<file path="config.mk">
export PLATFORM = sky130hd
export DESIGN_NAME = fp_add_pipe
export DESIGN_NICKNAME = d
export VERILOG_FILES = /design/src/rtl/fp_pkg.sv /design/src/rtl/fp_lzc.sv /design/src/rtl/fp_add_pipe.sv
export SDC_FILE = /design/constraint.sdc
export NUM_CORES = 1
export LEC_CHECK = 0
export ABC_CLOCK_PERIOD_IN_PS = 10150
export CAP_MARGIN = 40
export CORE_AREA = 2 2 156 189
export CTS_CLUSTER_DIAMETER = 80
export DETAILED_ROUTE_END_ITERATION = 12
export DIE_AREA = 0 0 158 191
export PLACE_DENSITY = 0.73
export SYNTH_ARGS = -nofsm -noshare
export SYNTH_HDL_FRONTEND = slang
export SYNTH_HIERARCHICAL = 1
export SYNTH_SLANG_ARGS = --single-unit
</file>
<file path="constraint.sdc">
create_clock -name clk -period 10.15 [get_ports clk]
set_input_delay 2.03 -clock clk [delete_from_list [all_inputs] [get_ports clk]]
set_output_delay 2.03 -clock clk [all_outputs]
set_load 0.005 [all_outputs]
</file>
<file path="src/rtl/fp_pkg.sv">
// Shared definitions for the pipelined floating-point adder: default formats,
// flag positions and the unpacked operand record used during classification.
package fp_pkg;

    localparam int FP_EXP_W    = 8;
    localparam int FP_MAN_W    = 23;
    localparam int FP_EXP_MAXW = 16;
    localparam int FP_SIG_MAXW = 64;

    localparam logic [31:0] FP_QNAN_32 = 32'h7FC0_0000;

    localparam int FLAG_INVALID  = 2;
    localparam int FLAG_OVERFLOW = 1;
    localparam int FLAG_INEXACT  = 0;

    // Fields are sized for the widest supported format; narrower formats zero-extend.
    typedef struct packed {
        logic                   sign;
        logic [FP_EXP_MAXW-1:0] exp;
        logic [FP_SIG_MAXW-1:0] sig;
        logic                   is_zero;
        logic                   is_inf;
        logic                   is_nan;
    } fp_op_t;

    function automatic int fp_bias(input int exp_w);
        return (1 << (exp_w - 1)) - 1;
    endfunction

endpackage

</file>
<file path="src/rtl/fp_lzc.sv">
// Parametrised leading-zero counter; an all-zero input reports WIDTH.
module fp_lzc #(
    parameter int WIDTH = 27,
    parameter int CNT_W = $clog2(WIDTH + 1)
) (
    input  logic [WIDTH-1:0] din,
    output logic [CNT_W-1:0] cnt
);

    always_comb begin
        cnt = CNT_W'(WIDTH);
        for (int i = 0; i < WIDTH; i++) begin
            if (din[i]) cnt = CNT_W'(WIDTH - 1 - i);
        end
    end

endmodule

</file>
<file path="src/rtl/fp_add_pipe.sv">
// Three-stage IEEE-754-style adder/subtractor with round-to-nearest-even,
// subnormal flush and a single stall signal shared by all stages.
module fp_add_pipe
    import fp_pkg::*;
#(
    parameter int EXP_W = FP_EXP_W,
    parameter int MAN_W = FP_MAN_W
) (
    input  logic                   clk,
    input  logic                   rst_n,
    input  logic                   in_valid,
    output logic                   in_ready,
    input  logic [EXP_W+MAN_W:0]   a,
    input  logic [EXP_W+MAN_W:0]   b,
    input  logic                   op_sub,
    output logic                   out_valid,
    input  logic                   out_ready,
    output logic [EXP_W+MAN_W:0]   result,
    output logic [2:0]             flags
);

    localparam int W      = 1 + EXP_W + MAN_W;
    localparam int SIG_W  = MAN_W + 1;
    localparam int SH_MAX = MAN_W + 3;
    localparam int ALN_W  = MAN_W + 4;
    localparam int ADD_W  = MAN_W + 5;
    localparam int LZ_W   = $clog2(ALN_W + 1);

    localparam logic [EXP_W:0] EXP_INF = (EXP_W+1)'(2 * fp_bias(EXP_W) + 1);
    localparam logic [W-1:0]   QNAN    = {1'b0, {EXP_W{1'b1}}, 1'b1, {(MAN_W-1){1'b0}}};
    localparam logic [W-1:0]   INF_MAG = {1'b0, {EXP_W{1'b1}}, {MAN_W{1'b0}}};

    function automatic fp_op_t unpack(input logic [W-1:0] x, input logic flip);
        fp_op_t u;
        logic [EXP_W-1:0] e;
        logic [MAN_W-1:0] f;
        e         = x[W-2:MAN_W];
        f         = x[MAN_W-1:0];
        u.sign    = x[W-1] ^ flip;
        u.is_zero = ~|e;
        u.is_inf  = (&e) & ~|f;
        u.is_nan  = (&e) & (|f);
        u.exp     = FP_EXP_MAXW'(e);
        u.sig     = u.is_zero ? '0 : FP_SIG_MAXW'({1'b1, f});
        return u;
    endfunction

    // Saturating right shift; everything pushed past the round bit folds into sticky.
    function automatic logic [ALN_W-1:0] align(input logic [SIG_W-1:0] sig,
                                               input logic [EXP_W-1:0] diff);
        logic [EXP_W-1:0]    sh;
        logic [2*SH_MAX-1:0] wide;
        sh   = (diff > EXP_W'(SH_MAX)) ? EXP_W'(SH_MAX) : diff;
        wide = {sig, 2'b00, {SH_MAX{1'b0}}} >> sh;
        return {wide[2*SH_MAX-1 -: SH_MAX], |wide[SH_MAX-1:0]};
    endfunction

    function automatic logic [MAN_W+1:0] round_rne(input logic [ALN_W-1:0] man);
        logic inc;
        inc = man[2] & (man[1] | man[0] | man[3]);
        return {1'b0, man[ALN_W-1:3]} + (MAN_W+2)'(inc);
    endfunction

    logic advance;
    logic vld_p0, vld_p1, vld_p2;

    assign advance   = ~vld_p2 | out_ready;
    assign in_ready  = advance;
    assign out_valid = vld_p2;

    // ---- S1: unpack, classify, swap, align ----
    fp_op_t            ua, ub;
    logic              mag_ge;
    logic [SIG_W-1:0]  big_sig, sml_sig;
    logic [EXP_W-1:0]  big_exp, sml_exp;
    logic [ALN_W-1:0]  sml_aln;
    logic              s1_spec;
    logic [W-1:0]      s1_spec_res;
    logic [2:0]        s1_spec_flg;

    always_comb begin
        ua      = unpack(a, 1'b0);
        ub      = unpack(b, op_sub);
        mag_ge  = {ua.exp, ua.sig} >= {ub.exp, ub.sig};
        big_sig = mag_ge ? ua.sig[SIG_W-1:0] : ub.sig[SIG_W-1:0];
        sml_sig = mag_ge ? ub.sig[SIG_W-1:0] : ua.sig[SIG_W-1:0];
        big_exp = mag_ge ? ua.exp[EXP_W-1:0] : ub.exp[EXP_W-1:0];
        sml_exp = mag_ge ? ub.exp[EXP_W-1:0] : ua.exp[EXP_W-1:0];
        sml_aln = align(sml_sig, big_exp - sml_exp);

        s1_spec     = ua.is_nan | ub.is_nan | ua.is_inf | ub.is_inf | (ua.is_zero & ub.is_zero);
        s1_spec_res = '0;
        s1_spec_flg = '0;
        if (ua.is_nan || ub.is_nan) begin
            s1_spec_res = QNAN;
        end else if (ua.is_inf && ub.is_inf && (ua.sign != ub.sign)) begin
            s1_spec_res               = QNAN;
            s1_spec_flg[FLAG_INVALID] = 1'b1;
        end else if (ua.is_inf) begin
            s1_spec_res = INF_MAG | {ua.sign, {(W-1){1'b0}}};
        end else if (ub.is_inf) begin
            s1_spec_res = INF_MAG | {ub.sign, {(W-1){1'b0}}};
        end else begin
            s1_spec_res = {ua.sign & ub.sign, {(W-1){1'b0}}};
        end
    end

    logic             spec_p0, sign_p0, sub_p0;
    logic [W-1:0]     spec_res_p0;
    logic [2:0]       spec_flg_p0;
    logic [EXP_W-1:0] exp_p0;
    logic [ALN_W-1:0] big_p0, sml_p0;

    always_ff @(posedge clk) begin
        if (advance) begin
            spec_p0     <= s1_spec;
            spec_res_p0 <= s1_spec_res;
            spec_flg_p0 <= s1_spec_flg;
            sign_p0     <= mag_ge ? ua.sign : ub.sign;
            sub_p0      <= ua.sign ^ ub.sign;
            exp_p0      <= big_exp;
            big_p0      <= {big_sig, 3'b000};
            sml_p0      <= sml_aln;
        end
    end

    // ---- S2: add/subtract, normalise ----
    logic [ADD_W-1:0] sum;
    logic [LZ_W-1:0]  lz;
    logic [EXP_W:0]   exp_ext, nrm_exp;
    logic [ALN_W-1:0] nrm_man;
    logic             nrm_zero, nrm_sign;

    assign sum     = sub_p0 ? ({1'b0, big_p0} - {1'b0, sml_p0})
                            : ({1'b0, big_p0} + {1'b0, sml_p0});
    assign exp_ext = {1'b0, exp_p0};

    fp_lzc #(.WIDTH(ALN_W), .CNT_W(LZ_W)) u_lzc (
        .din (sum[ALN_W-1:0]),
        .cnt (lz)
    );

    always_comb begin
        nrm_man  = '0;
        nrm_exp  = '0;
        nrm_zero = 1'b0;
        nrm_sign = sign_p0;
        if (sum[ADD_W-1]) begin
            nrm_man = {sum[ADD_W-1:2], sum[1] | sum[0]};
            nrm_exp = exp_ext + 1'b1;
        end else if (sum[ALN_W-1:0] == '0) begin
            nrm_zero = 1'b1;
            nrm_sign = 1'b0;
        end else if (exp_ext <= (EXP_W+1)'(lz)) begin
            nrm_zero = 1'b1;
        end else begin
            nrm_man = sum[ALN_W-1:0] << lz;
            nrm_exp = exp_ext - (EXP_W+1)'(lz);
        end
    end

    logic             spec_p1, sign_p1, zero_p1;
    logic [W-1:0]     spec_res_p1;
    logic [2:0]       spec_flg_p1;
    logic [EXP_W:0]   exp_p1;
    logic [ALN_W-1:0] man_p1;

    always_ff @(posedge clk) begin
        if (advance) begin
            spec_p1     <= spec_p0;
            spec_res_p1 <= spec_res_p0;
            spec_flg_p1 <= spec_flg_p0;
            sign_p1     <= nrm_sign;
            zero_p1     <= nrm_zero;
            exp_p1      <= nrm_exp;
            man_p1      <= nrm_man;
        end
    end

    // ---- S3: round, detect overflow, pack ----
    logic [MAN_W+1:0] rnd;
    logic [EXP_W:0]   fin_exp;
    logic [MAN_W-1:0] fin_frac;
    logic             inexact;
    logic [W-1:0]     res_d;
    logic [2:0]       flg_d;

    always_comb begin
        rnd     = round_rne(man_p1);
        inexact = |man_p1[2:0];
        if (rnd[MAN_W+1]) begin
            fin_exp  = exp_p1 + 1'b1;
            fin_frac = rnd[MAN_W:1];
        end else begin
            fin_exp  = exp_p1;
            fin_frac = rnd[MAN_W-1:0];
        end

        res_d = '0;
        flg_d = '0;
        if (spec_p1) begin
            res_d = spec_res_p1;
            flg_d = spec_flg_p1;
        end else if (zero_p1) begin
            res_d = {sign_p1, {(W-1){1'b0}}};
        end else if (fin_exp >= EXP_INF) begin
            res_d                = INF_MAG | {sign_p1, {(W-1){1'b0}}};
            flg_d[FLAG_OVERFLOW] = 1'b1;
            flg_d[FLAG_INEXACT]  = 1'b1;
        end else begin
            res_d               = {sign_p1, fin_exp[EXP_W-1:0], fin_frac};
            flg_d[FLAG_INEXACT] = inexact;
        end
    end

    always_ff @(posedge clk or negedge rst_n) begin
        if (!rst_n) begin
            vld_p0 <= 1'b0;
            vld_p1 <= 1'b0;
            vld_p2 <= 1'b0;
            result <= '0;
            flags  <= '0;
        end else if (advance) begin
            vld_p0 <= in_valid;
            vld_p1 <= vld_p0;
            vld_p2 <= vld_p1;
            if (vld_p1) begin
                result <= res_d;
                flags  <= flg_d;
            end
        end
    end

endmodule

</file>
---- Yosys cells after proc, flatten, opt, wreduce, memory -nomap -nowiden ----
Cells that the tools add are included.
Widths: inputs -> output; s select.
word-level totals
  register bits after elaboration ......... 205
cells by class
  add/sub/neg operators ................... 7
  order comparisons ....................... 4
  eq/ne operators ......................... 1
  shift-type cells ........................ 2
  multiplexer cells ....................... 59
  bitwise gates (word level) .............. 18
  reductions and logical operators ........ 19
operator list
  cell                 count
  $mux 24              4
  $mux 32              3
  $mux 5               16
  $ge 72x72->1         1
  $mux 31              2
  $mux 27              2
  $shr 52x8->52        1
  $reduce_or 23->1     2
  $mux 9               4
  $mux 4               8
  $add 27x27->28       1
  $mux 28              1
  $sub 27x27->28       1
  $logic_not 27->1     1
  $shl 27x5->27        1
  $mux 26              1
  $reduce_or 26->1     1
  $add 24x1->25        1
  $mux 8               3
  $mux 23              1
  $reduce_and 8->1     2
  $reduce_or 8->1      2
  $mux 1               10
  $add 8x1->9 const B  1
  other kinds (18)     40

---- Depth between registers and ports, before layout ----
  depth after elaboration ................. 33
  mapped depth ............................ 32

---- By module ----
The synthesis kept the hierarchy.
modules (own cells, without submodules)
  module       times used  cells each  area an instance (um^2)
  fp_add_pipe  1           1816        14268.7
  fp_lzc       1           51          277.8

---- Worst setup path after synthesis ----
Ideal clock, no wire load.
  path kind ............................... input port to flip-flop
  start ................................... input b[27]
  end ..................................... register sml_p0[0], data pin
  setup time .............................. 0.274 ns
  arrival ................................. 8.820 ns
  required time ........................... 9.876 ns
  setup slack ............................. 1.056 ns
  cell stages on the path ................. 31
  path buffers ............................ 8
  path through ............................ or4_1 -> or2_1 -> buf_2 -> clkbuf_1 -> nand2_1 -> ha_1 -> and4_1 -> and4bb_2 -> a221oi_1 -> o211ai_1 -> nor3_2 -> clkbuf_1 -> clkbuf_1 -> clkbuf_1 -> buf_1 -> o22a_1 -> ha_1 -> inv_1 -> nand3_1 -> xnor2_2 -> nand2_1 -> a311o_1 -> or3_1 -> buf_2 -> buf_6 -> nand3_2 -> o31a_2 -> nor2_1 -> or4b_1 -> nor4_1 -> o2111ai_1
between the ends
  word-level cells in the longest chain between the ends .. 9
  elaborated cells between the ends (all ways) .. 11
ends and longest elaborated chain
  item                              line                                  RTL
  start: declaration                fp_add_pipe.sv:14                     input logic [EXP_W+MAN_W:0] b,
  $reduce_or 8->1                   fp_add_pipe.sv:40                     u.is_zero = ~|e;
  $mux 24                           fp_add_pipe.sv:44                     u.sig = u.is_zero ? '0 : FP_SIG_MAXW'({1'b1, f});
  $ge 72x72->1                      fp_add_pipe.sv:84                     mag_ge = {ua.exp, ua.sig} >= {ub.exp, ub.sig};
  $mux 8, on equally long branches  fp_add_pipe.sv:87, fp_add_pipe.sv:88
  $sub 8x8->8                       fp_add_pipe.sv:89                     sml_aln = align(sml_sig, big_exp - sml_exp);
  $gt 8x5->1                        fp_add_pipe.sv:53                     sh = (diff > EXP_W'(SH_MAX)) ? EXP_W'(SH_MAX) : diff;
  $mux 8                            fp_add_pipe.sv:53
  $shr 52x8->52 (*)                 fp_add_pipe.sv:54                     wide = {sig, 2'b00, {SH_MAX{1'b0}}} >> sh;
  $reduce_or 26->1 (*)              fp_add_pipe.sv:55                     return {wide[2*SH_MAX-1 -: SH_MAX], |wide[SH_MAX-1:0]};
  net sml_aln[0]                    fp_add_pipe.sv:76                     logic [ALN_W-1:0] sml_aln;
  end signal: assignment            fp_add_pipe.sv:123                    sml_p0 <= sml_aln;
  end: declaration                  fp_add_pipe.sv:112                    logic [ALN_W-1:0] big_p0, sml_p0;
Mark *: on every way through the listed nets, which the timed path passes. The rest lies on a longest branch.
A chain may end at the register's enable or synchronous reset.

---- Worst setup path after layout ----
  start ................................... input a[24]
  end ..................................... register sml_p0[0], data pin
between the ends
  word-level cells in the longest chain between the ends .. 9
  elaborated cells between the ends (all ways) .. 11
ends and longest elaborated chain
  item                              line                                  RTL
  start: declaration                fp_add_pipe.sv:13                     input logic [EXP_W+MAN_W:0] a,
  $reduce_or 8->1                   fp_add_pipe.sv:40
  $mux 24                           fp_add_pipe.sv:44
  $ge 72x72->1                      fp_add_pipe.sv:84
  $mux 8, on equally long branches  fp_add_pipe.sv:87, fp_add_pipe.sv:88
  $sub 8x8->8                       fp_add_pipe.sv:89
  $gt 8x5->1                        fp_add_pipe.sv:53
  $mux 8                            fp_add_pipe.sv:53
  $shr 52x8->52 (*)                 fp_add_pipe.sv:54
  $reduce_or 26->1 (*)              fp_add_pipe.sv:55
  net sml_aln[0]                    fp_add_pipe.sv:76
Marked as above.

==> impl_metrics.env <==
export IMPL_firstDrtPassIters=5
export IMPL_start_util_pct=51.19
export IMPL_clock_sinks=147
export IMPL_power_mw=4.205
export IMPL_synth_top_flop_cell="edfxtp_1"
export IMPL_hold_class="flop to flop"
export IMPL_reg2regPathDepth=31
export IMPL_power_leakage_nw=6.734
export IMPL_period_share_pct=94.13
export IMPL_place_ws_ps=303.0
export IMPL_synth_yosys_seq_area_share_pct=29.04
export IMPL_h_tree_depth=4
export IMPL_grt_pass1_wl_um=79250
export IMPL_coreArea_mm2=0.02842
export IMPL_gp_congestion=0.9667
export IMPL_synthCells=1867
export IMPL_tightest_slew_ps=944.0
export IMPL_fp_dieArea_mm2=0.03018
export IMPL_postCtsHoldBufs=0
export IMPL_cp_data_arrival_time_ps=9710
export IMPL_outcome="complete, no violations"
export IMPL_drc_errors=0
export IMPL_slew_limit_headroom_pct=36.62
export IMPL_critPathKind="input pin to flop"
export IMPL_cts_reportedPaths_clkPinSlew_ps=70
export IMPL_rsz0062_at_grt="no"
export IMPL_clock_tree_buffer_depth=2
export IMPL_min_path_cells=0
export IMPL_fmax_mhz=104.7
export IMPL_tns_ps=0
export IMPL_wl_per_cell_um=22.06
export IMPL_die_y_um=191
export IMPL_cts_setup_buffers=0
export IMPL_syn_to_final_growth_pct=14.63
export IMPL_grt_max_degree=72
export IMPL_ys_warn_count=6
export IMPL_layout_common_cells="nand2_1 (237), nor2_1 (180), o21ai_0 (155)"
export IMPL_ir_worst_vdd_uv=117.3
export IMPL_async_flop_share_pct=25.85
export IMPL_drt_iter0_markers=1461
export IMPL_finalMaxSlewViolations=0
export IMPL_hold_violations=0
export IMPL_startpoint_type="input pin"
export IMPL_via_per_inst=6.423
export IMPL_final_layout_size_suffix_gt1_share_pct=6.718
export IMPL_avgSynthCellArea_um2=7.791
export IMPL_clock_latency_ps=440
export IMPL_track_usage_pct=34.18
export IMPL_via_count=15000
export IMPL_syn_nets=2030
export IMPL_path_max_fanout=25
export IMPL_ys_types=94
export IMPL_fillers=2611
export IMPL_crit_required_ps=10310
export IMPL_hpwl_um=40670
export IMPL_skew_ps=14.25
export IMPL_synth_area_mm2=0.01455
export IMPL_placementRows=68
export IMPL_cts_root_buffer="clkbuf_16"
export IMPL_setup_violations_final=0
export IMPL_drt_total_wl_um=51510
export IMPL_final_nets=2100
export IMPL_endpoint_kind="flop"
export IMPL_die_w_um=158
export IMPL_synth_edf_count=109
export IMPL_antennaDiodeCount=0
export IMPL_period_minus_slack_ps=9554
export IMPL_fin_hold_ws_ps=422.0
export IMPL_setup_slack_ps=595.8
export IMPL_layout_commonest_cell="nand2_1"
export IMPL_portBuffers=105
export IMPL_antenna_found_initial=1
export IMPL_cts_tree="built"
export IMPL_cts_resized=0
export IMPL_cap_violations=0
export IMPL_grt_pass1_vias=14350
export IMPL_powerDensity_mw_per_mm2=252.2
export IMPL_grt_overflow_total=0
export IMPL_cts_buffers=17
export IMPL_pin_count=106
export IMPL_ant_nets=0
export IMPL_synth_seq_cells=147
through the flow:
stage / util (%) / cell area, µm² / instances
3_5_place_dp: 56.56 / 16070 / 2303
4_1_cts: 58.68 / 16670 / 2335
2_1_floorplan: - / 14550 / 1867
3_3_place_gp: 56.49 / 16050 / 2299
5_1_grt: 58.68 / 16670 / 2335
6_report: 58.68 / 16670 / 2335
final timing paths:
path / endpoint / start / slack, ps
setup / recovery: sml_p0[0]$_DFFE_PN_ / a[24] / 600
hold / removal: spec_res_p1[31]$_DFFE_PN_ / spec_res_p0[31]$_SDFFCE_PP0N_ / 420
max in group asynchronous: result[14]$_DFFE_PN0P_ / rst_n / 7970
min in group asynchronous: flags[2]$_DFFE_PN0P_ / rst_n / 1670
hold reg to reg: spec_res_p1[31]$_DFFE_PN_ / spec_res_p0[31]$_SDFFCE_PP0N_ / 420
setup reg to reg: man_p1[26]$_SDFFCE_PP1N_ / sml_p0[0]$_DFFE_PN_ / 2510
flip-flops by register name, summed over array words and instances, names as in the netlist, 3 cells and up:
register     cells
spec_res_p1      3
exp_p1           9
sml_p0          27
spec_res_p0      3
big_p0          24
man_p1          27
flags            3
exp_p0           8
result          32
cells in the mapped netlist, drive strengths merged (19+ instances only):
library cell / count / area, µm²
a211oi: 24 / 180.2
o21ai: 158 / 790.8
mux2i: 32 / 320.3
nand2: 237 / 889.6
nor4: 31 / 193.9
xor2: 24 / 210.2
and2: 32 / 200.2
a21oi: 137 / 700.7
o31ai: 30 / 225.2
a31oi: 26 / 162.7
dfrtp: 38 / 950.9
clkbuf: 86 / 322.8
nand2b: 19 / 118.9
ha: 92 / 1151
and3: 25 / 156.4
xnor2: 37 / 331.6
nor3: 31 / 165.2
inv: 105 / 394.1
o22ai: 20 / 125.1
o211ai: 22 / 170.2
nor2: 182 / 688.2
edfxtp: 109 / 3273
a21o: 19 / 142.6
nand4: 30 / 193.9
nand3: 55 / 292.8
final cells by class:
type	count	area [µm²]	share of cell area [%]
inverters	108	405.4	2.431
repair buffers	155	1411	8.464
flip-flops and latches	147	4224	25.33
clock buffers	17	425.4	2.551
well taps	385	481.7	2.889
multi-input cells	1508	9550	57.27
clock inverters	15	176.4	1.058
where the power goes:
part,internal (mW),switching [mW],leakage (nW)
clock network,0.332,0.295,0.295
logic,0.948,1.56,4.82
registers,0.920,0.152,1.62
total,2.20,2.01,6.73
critical path: stages:
cell and delay [ps]:
clkdlybuf4s50_1 490, nor4_1 510, nand2_1 580, and2_1 420, ha_1 320, and4_1 220
and4bb_2 260, a221oi_1 330, o211ai_1 340, nor3_4 530, o22a_1 240, ha_1 140
inv_1 70, nand3_1 170, xnor2_2 240, nand2_1 160, a311o_1 410, nor2_2 560
a311oi_1 300, a221oi_1 490, or4b_1 500, nor4_1 250, o2111ai_1 140
layer usage:
layer	global-route usage (%)	vias to the layer above	wire (µm)
met4	22.07	2	3537
met2	62.46	651	26450
met5	0	-	10
li1	-	7053	-
met3	4.103	169	2691
met1	36.83	7123	18820
kinds of logic after synthesis:
group                    Yosys count  share of synthesized area [%]
AND/OR/NAND/NOR                  709                          23.22
XOR/XNOR                          61                          3.724
flip-flops                       147                          29.04
adder cells (fa/ha/maj)           94                          8.189
AO/OA/AOI/OAI                    601                          27.02
multiplexers                      43                          3.131
buffers and inverters            212                          5.677
No activity file was read; power rests on OpenSTA's default activity.
